### config.mk
export PLATFORM = sky130hd
export DESIGN_NAME = updown_count_sched
export DESIGN_NICKNAME = d
export VERILOG_FILES = /design/src/rtl/updown_count_sched.sv
export SDC_FILE = /design/constraint.sdc
export NUM_CORES = 1
export LEC_CHECK = 0
export BUFFER_PORTS_ARGS = -buffer_cell sky130_fd_sc_hd__buf_2
export CELL_PAD_IN_SITES_DETAIL_PLACEMENT = 2
export CELL_PAD_IN_SITES_GLOBAL_PLACEMENT = 2
export CORE_ASPECT_RATIO = 2
export CORE_MARGIN = 2
export CORE_UTILIZATION = 37
export CTS_BUF_LIST = sky130_fd_sc_hd__clkbuf_2 sky130_fd_sc_hd__clkbuf_4 sky130_fd_sc_hd__clkbuf_8
export DETAILED_ROUTE_END_ITERATION = 7
export PLACE_DENSITY = 0.95
export SLEW_MARGIN = 25
export SYNTH_ARGS = -nofsm -noshare
export SYNTH_HDL_FRONTEND = slang
export SYNTH_SLANG_ARGS = --single-unit
### constraint.sdc
create_clock -name clk -period 3.45 [get_ports clk]
set_input_delay 0.1725 -clock clk [delete_from_list [all_inputs] [get_ports clk]]
set_output_delay 0.1725 -clock clk [all_outputs]
set_load 0.01 [all_outputs]
### src/rtl/updown_count_sched.sv
// Shared up/down count engine with a two-requester round-robin scheduler.
// Optional `PAUSE_EN adds a pause input that freezes stepping in RUN.
module updown_count_sched #(
  parameter int WIDTH    = 4,
  parameter int PRESCALE = 1
) (
  input  logic             clk,
  input  logic             rst,
  input  logic [1:0]       req,
  input  logic [1:0]       dir,
  input  logic [WIDTH-1:0] target0,
  input  logic [WIDTH-1:0] target1,
`ifdef PAUSE_EN
  input  logic             pause,
`endif
  output logic [1:0]       gnt,
  output logic [1:0]       done,
  output logic             busy,
  output logic [WIDTH-1:0] Q
);

  localparam int PW = (PRESCALE > 1) ? $clog2(PRESCALE) : 1;
  localparam logic [PW-1:0] PS_LAST = PW'(PRESCALE - 1);

  typedef enum logic [1:0] {S_IDLE, S_PRESET, S_RUN, S_DONE} state_t;

  typedef struct packed {
    logic             own;
    logic             dn;
    logic [WIDTH-1:0] tgt;
  } run_t;

  state_t          state, state_n;
  run_t            run, run_n;
  logic            ptr, ptr_n;
  logic [PW-1:0]   psc, psc_n;
  logic [WIDTH-1:0] q_n;
  logic [1:0]      gnt_n, done_n;
  logic            busy_n;
  logic            sel;
  logic            stall;

`ifdef PAUSE_EN
  assign stall = pause;
`else
  assign stall = 1'b0;
`endif

  always_comb begin
    state_n = state;
    run_n   = run;
    ptr_n   = ptr;
    psc_n   = psc;
    q_n     = Q;
    gnt_n   = gnt;
    done_n  = 2'b00;
    sel     = 1'b0;
    case (state)
      S_IDLE: begin
        if (|req) begin
          // both high -> pointer decides; otherwise the lone requester wins
          sel     = (req == 2'b11) ? ptr : req[1];
          run_n   = '{own: sel, dn: dir[sel], tgt: (sel ? target1 : target0)};
          gnt_n   = sel ? 2'b10 : 2'b01;
          ptr_n   = ~sel;
          state_n = S_PRESET;
        end
      end
      S_PRESET: begin
        if (!req[run.own]) begin
          gnt_n   = 2'b00;
          state_n = S_IDLE;
        end else begin
          q_n     = run.dn ? {WIDTH{1'b1}} : {WIDTH{1'b0}};
          psc_n   = '0;
          state_n = S_RUN;
        end
      end
      S_RUN: begin
        // owner abort takes priority over completion
        if (!req[run.own]) begin
          gnt_n   = 2'b00;
          state_n = S_IDLE;
        end else if (Q == run.tgt) begin
          done_n  = gnt;
          state_n = S_DONE;
        end else if (!stall) begin
          if (psc == PS_LAST) begin
            q_n   = run.dn ? Q - 1'b1 : Q + 1'b1;
            psc_n = '0;
          end else begin
            psc_n = psc + 1'b1;
          end
        end
      end
      S_DONE: begin
        gnt_n   = 2'b00;
        state_n = S_IDLE;
      end
      default: state_n = S_IDLE;
    endcase
    busy_n = (state_n != S_IDLE);
  end

  always_ff @(posedge clk or posedge rst) begin
    if (rst) begin
      state <= S_IDLE;
      run   <= '0;
      ptr   <= 1'b0;
      psc   <= '0;
      Q     <= '0;
      gnt   <= 2'b00;
      done  <= 2'b00;
      busy  <= 1'b0;
    end else begin
      state <= state_n;
      run   <= run_n;
      ptr   <= ptr_n;
      psc   <= psc_n;
      Q     <= q_n;
      gnt   <= gnt_n;
      done  <= done_n;
      busy  <= busy_n;
    end
  end

endmodule

## Yosys cells after proc, flatten, opt, wreduce, memory -nomap -nowiden

Index checks and enable logic that the tools add are counted.

| word-level totals | value |
|---|---|
| register bits after elaboration | 19 |
| input bits | 14 |
| output and inout port bits | 9 |
| logic and storage cells | 66 |

| operators by class | value |
|---|---|
| add/subtract/negate cells | 3 |
| order comparisons | 2 |
| equal/unequal tests | 11 |
| mux-type cells | 30 |
| bitwise gates (word level) | 1 |
| reductions and logical operators | 9 |

Operator list:

| operator | number |
|---|---|
| $mux 4 | 7 |
| $mux 2 | 10 |
| $ne 2x2->1 const B | 6 |
| $mux 1 | 9 |
| $pmux 2 s4 | 1 |
| $pmux 4 s2 | 1 |
| $eq 2x2->1 const B | 3 |
| $pmux 2 s3 | 1 |
| $reduce_and 5->1 | 1 |
| $add 4x1->4 const B | 1 |
| $eq 4x4->1 | 1 |
| $lt 1x2->1 const B | 2 |
| $reduce_and 2->1 | 2 |
| $reduce_and 4->1 | 1 |
| $reduce_bool 2->1 | 2 |
| $reduce_or 2->1 | 2 |
| $sub 4x1->4 const B | 1 |
| $eq 2x1->1 const B | 1 |
| $logic_not 2->1 | 1 |
| $pmux 1 s2 | 1 |
| $add 1x1->1 const B | 1 |
| $not 1->1 | 1 |

## Depth between registers and ports, before layout

| logic depth | value |
|---|---|
| depth after elaboration | 6 |
| depth in mapped cells | 7 |
| mapped depth without buffers | 6 |

## Worst setup path after synthesis

OpenSTA, ideal clock, no wires.

| timing | value |
|---|---|
| path kind | reg2reg |
| start point | register Q[2] |
| end point | register Q[3] |
| library setup time | 65 ps |
| arrival | 1554 ps |
| required time | 3385 ps |
| path slack | 1831 ps |
| stages on the path, launching flop included | 7 |
| buffers on the path | 0 |
| clock period less this slack | 1619 ps |
| cells stage by stage | dfrtp_1 -> ha_1 -> a21oi_1 -> nand2_2 -> a21bo_1 -> a211oi_2 -> o22a_1 |

| on the way | value |
|---|---|
| cells in the longest elaborated chain, start to end | 6 |
| elaborated cells between the ends (all ways) | 10 |
| those cells by class | 2 x add/sub; 2 x eq/ne; 5 x mux; 1 x reduce/logical |

RTL lines:

| element | RTL line | RTL |
|---|---|---|
| from (decl) | 19 | `output logic [WIDTH-1:0] Q` |
| from (signal assigned) | 120 | `Q <= q_n;` |
| $add 4x1->4 or $sub 4x1->4 (tied branches) | 89 | `q_n = run.dn ? Q - 1'b1 : Q + 1'b1;` |
| $mux 4 | 89 |  |
| $mux 4 | 88 | `if (psc == PS_LAST) begin` |
| $mux 4 | 84 | `end else if (Q == run.tgt) begin` |
| $mux 4 | 81 | `if (!req[run.own]) begin` |
| $pmux 4 s2 | 58 | `case (state)` |

Parallel ways exist; a longest one is shown, timed or not. The select of a mux whose other input is x is not followed.
A chain may end at the register's enable or synchronous reset.

## Worst setup path after layout

| timing | value |
|---|---|
| start point | register run[4] in the netlist's numbering |
| end point | register Q[3] |

| on the way | value |
|---|---|
| cells in the longest elaborated chain, start to end | 5 |
| elaborated cells between the ends (all ways) | 7 |
| those cells by class | 7 x mux |

RTL lines:

| element | RTL line | RTL |
|---|---|---|
| from (decl) | 34 | `run_t run, run_n;` |
| from (signal assigned) | 117 | `run <= run_n;` |
| $mux 4 | 89 |  |
| $mux 4 | 88 |  |
| $mux 4 | 84 |  |
| $mux 4 | 81 |  |
| $pmux 4 s2 (*) | 58 |  |

Mark *: on every way between the ends. The rest lies on a longest branch, timed or not. The select of a mux whose other input is x is not followed.

==> metrics.log <==
[metrics] Met1 Wirelength: 993 um
[metrics] total of endpoints with negative setup slack in the final report: 0
[metrics] Clock Latency Late Sink: 0.25 ns
[metrics] Layout Area Growth over Synthesis: 16.0%
[metrics] leading cell types by total area after synthesis: sky130_fd_sc_hd__dfrtp_1 43%, sky130_fd_sc_hd__ha_1 7.1%, sky130_fd_sc_hd__mux2i_1 5.7%
[metrics] number of distinct library cells after synthesis: 30
[metrics] Detailed Place HPWL: 2180 um
[metrics] number of diodes added for antenna fixing: 0
[metrics] Max Buffers Root-to-Sink: 2
[metrics] highest clock rate: 530 MHz
[metrics] type of element launching the critical path: register
[metrics] net count after synthesis: 122
[metrics] overall overflow remaining after global route: 0
[metrics] setup slack of the critical path after layout: 1.56 ns
[metrics] core outline area: 0.00274 mm2
[metrics] timing startpoint of the critical path: run[4]
[metrics] Critical Path RT: 3.64 ns
[metrics] count of input and output buffers: 22
[metrics] number of global-route vias before repair: 950
[metrics] clock root cell: sky130_fd_sc_hd__clkbuf_8
[metrics] post-synth design cell area: 0.00105 mm2
[metrics] transition time at the pin with the least slew margin: 0.872 ns
[metrics] largest net degree at the start of global routing: 19
[metrics] most common library cells after synthesis: 18 x sky130_fd_sc_hd__dfrtp_1, 11 x sky130_fd_sc_hd__nand2_1, 9 x sky130_fd_sc_hd__o21ai_1
[metrics] number of buffers added for setup after CTS: 0
[metrics] post-layout minimum cycle time: 1.89 ns
[metrics] DR top layer: met4
[metrics] CTS HTree Levels: 1
[metrics] maximum vdd ir drop: 0.341 mV
[metrics] Leak: 0.622 nW
[metrics] most used standard cell by instance count after synthesis: sky130_fd_sc_hd__dfrtp_1
[metrics] post-synth top area cell: sky130_fd_sc_hd__dfrtp_1
[metrics] Yosys warnings: 0
[metrics] non-filler cells in the finished layout: 153
[metrics] Post-CTS Hold Fix Bufs: 0
[metrics] cells traversed along the worst timing path: ha_1, a21oi_1, nand2_2, a21bo_1, a211oi_2, o22a_1
[metrics] share of post-route cells with drive strength above 1: 27.4%
[metrics] global-route usage over all layers: 17.8%
[metrics] wire length of the first global-routing pass: 4500 um
[metrics] data arrival time at the worst-slack endpoint: 2.08 ns
[metrics] detailed-routed wire length on met3: 61 um
[metrics] iteration count of the initial detailed-routing pass: 1
[metrics] CTS tree: built
[metrics] routed length on met2: 1510 um
[metrics] EDFF count, synth: 0
[metrics] asr flop ratio synth: 100%
[metrics] starting DRC count in detailed routing: 0
[metrics] Vias: 831
[metrics] antenna violations before repair: 0
[metrics] origin of the critical flop-to-flop path: run[4]
[metrics] flip-flop and latch count after synthesis: 18
[metrics] final period utilization: 54.7%
[metrics] relative slew slack: 41.5%
[metrics] primary flip-flop cell chosen by synthesis mapping: sky130_fd_sc_hd__dfrtp_1
[metrics] final setup skew: 0.00429 ns
[metrics] critical path class: register to register
[metrics] drt via density: 5.43
[metrics] Remaining DRCs: 0
[metrics] synthesized area per cell: 10.4 um2
[metrics] Fillers: 302
[metrics] Maximum Capacitance Violations: 0
[metrics] TritonCTS buffer count: 3
[metrics] minimum setup slack after placement: 1.54 ns
[metrics] RSZ-0062 raised after global routing: no
[metrics] status: complete, no violations
[metrics] total power per unit cell area: 969 mW/mm2
[metrics] classification of the worst-slack hold path: primary input to asynchronous set/reset pin
[metrics] Setup crit end kind: register
[metrics] area taken by flip-flops and latches: 450 um2
[metrics] die extent in x: 41.8 um
[metrics] num rows: 27
[metrics] CP max FO: 9
[metrics] I/O Pins: 23
[metrics] max-slew violation total from the final report: 0
[metrics] Clk pin slew, worst setup/hold paths: 0.07 ns
[metrics] end-of-flow core utilization: 44.7%
[metrics] TritonCTS sink count: 18
[metrics] aggregate negative setup slack: 0 ns
[metrics] Placer Congestion: 0.761
[metrics] number of nets in the layout: 147
[metrics] area taken by multi-input logic gates: 548 um2
[metrics] crit-path max cell delay: 0.48 ns
[metrics] Non-Filler Cell Area, Final: 0.00122 mm2
[metrics] remaining number of nets flagged by the antenna check after routing: 0
[metrics] Cells after DPL: 150
[metrics] Resize count post-CTS: 0
[metrics] area post-placement: 0.00118 mm2
[metrics] Starting Density: 38.5%
[metrics] Final Hold Violating Endpoints: 0
[metrics] fraction of synthesized cell area taken by the top area cell type: 42.7%
[metrics] overall die area: 0.00332 mm2
[metrics] CP max-delay cell: sky130_fd_sc_hd__dfrtp_1
[metrics] routed len/inst: 17.4 um
[metrics] Die H: 79.5 um
[metrics] post-synthesis sequential area ratio: 42.7%
[metrics] instance count of the mapped netlist: 101
[metrics] aggregate routed wire length: 2660 um
worst paths after layout:
kind,endpoint,slack (ns),cells after the start
min in group clk,run[3],0.19,3
worst max register to register,Q[3],1.56,6
worst max-delay path,Q[3],1.56,6
worst min-delay path,Q[0],0.02,2
max in group asynchronous,state[1],2.99,2
worst min register to register,run[3],0.51,2
metrics by stage:
| stage | power (mW) | hold slack (ns) |
|---|---|---|
| after floorplan | 0.861 | 0.111 |
| after global placement | 0.991 | 0.292 |
| after detailed placement | 1.05 | 0.320 |
| after CTS | 1.21 | 0.0471 |
| after global routing | 1.30 | 0.0669 |
| final | 1.19 | 0.0169 |
area by class of cell:
type / instances / share of cell area, %
inverter: 10 / 3.07
timing repair buffer: 22 / 9.00
tap: 29 / 2.97
clock buffer: 3 / 3.37
sequential: 18 / 36.8
multi-input combinational: 71 / 44.8
cell families (layout without fill, tap and decap cells):
group | Yosys count | after routing | synth area share (%)
AOI/OAI and AO/OA | 30 | 30 | 20.4
xor gates and xnor gates | 5 | 5 | 4.15
adders and majority gates | 7 | 7 | 9.02
buffers and inverters | 12 | 35 | 5.34
DFF | 18 | 18 | 42.7
muxes | 8 | 8 | 8.18
and+or+nand+nor | 21 | 21 | 10.2
sequential cells by signal, indices dropped and copies added, names as in the netlist:
signal,cells
run,6
Q,4
done,2
gnt,2
state,2
busy,1
ptr,1
where the power goes:
| group | leakage, nW | internal [mW] | switching [mW] |
|---|---|---|---|
| combinational | 0.378 | 0.277 | 0.365 |
| sequential | 0.223 | 0.302 | 0.0928 |
| clock | 0.0216 | 0.0776 | 0.0705 |
metal layers:
layer  track usage [%]  vias to the layer above
met5                 0                        -
met4              9.35                        0
met3              2.49                       10
met2              33.9                       18
met1              17.9                      404
li1                  -                      399
critical path, delay by kind of cell (launching register included):
kind	cells	cell delay, ns
AO/OA/AOI/OAI	4	0.86
flip-flops	1	0.48
adder cells (fa/ha/maj)	1	0.37
AND/OR/NAND/NOR	1	0.10
cells in the final DEF (no fill, tap or decap):
master and instances:
sky130_fd_sc_hd__o21ai_2 2, sky130_fd_sc_hd__ha_1 6, sky130_fd_sc_hd__fa_1 1, sky130_fd_sc_hd__clkbuf_8 3
sky130_fd_sc_hd__nand4_4 1, sky130_fd_sc_hd__nand2_1 11, sky130_fd_sc_hd__nand3_1 1, sky130_fd_sc_hd__a31oi_1 4
sky130_fd_sc_hd__o22a_1 4, sky130_fd_sc_hd__a211oi_2 1, sky130_fd_sc_hd__a22o_1 2, sky130_fd_sc_hd__mux2_1 1
sky130_fd_sc_hd__nand2_2 1, sky130_fd_sc_hd__xnor2_1 4, sky130_fd_sc_hd__a21oi_1 3, sky130_fd_sc_hd__mux2i_1 6
sky130_fd_sc_hd__mux2_4 1, sky130_fd_sc_hd__a21bo_1 2, sky130_fd_sc_hd__a22oi_2 1, sky130_fd_sc_hd__a21o_1 1
sky130_fd_sc_hd__inv_2 2, sky130_fd_sc_hd__o21ai_1 9, sky130_fd_sc_hd__nor2_1 4, sky130_fd_sc_hd__xor2_1 1
sky130_fd_sc_hd__a211oi_1 1, sky130_fd_sc_hd__dfrtp_1 18, sky130_fd_sc_hd__buf_2 22, sky130_fd_sc_hd__or2_1 1
sky130_fd_sc_hd__inv_1 8, sky130_fd_sc_hd__and2_1 2
No activity file was read; power rests on OpenSTA's default activity.
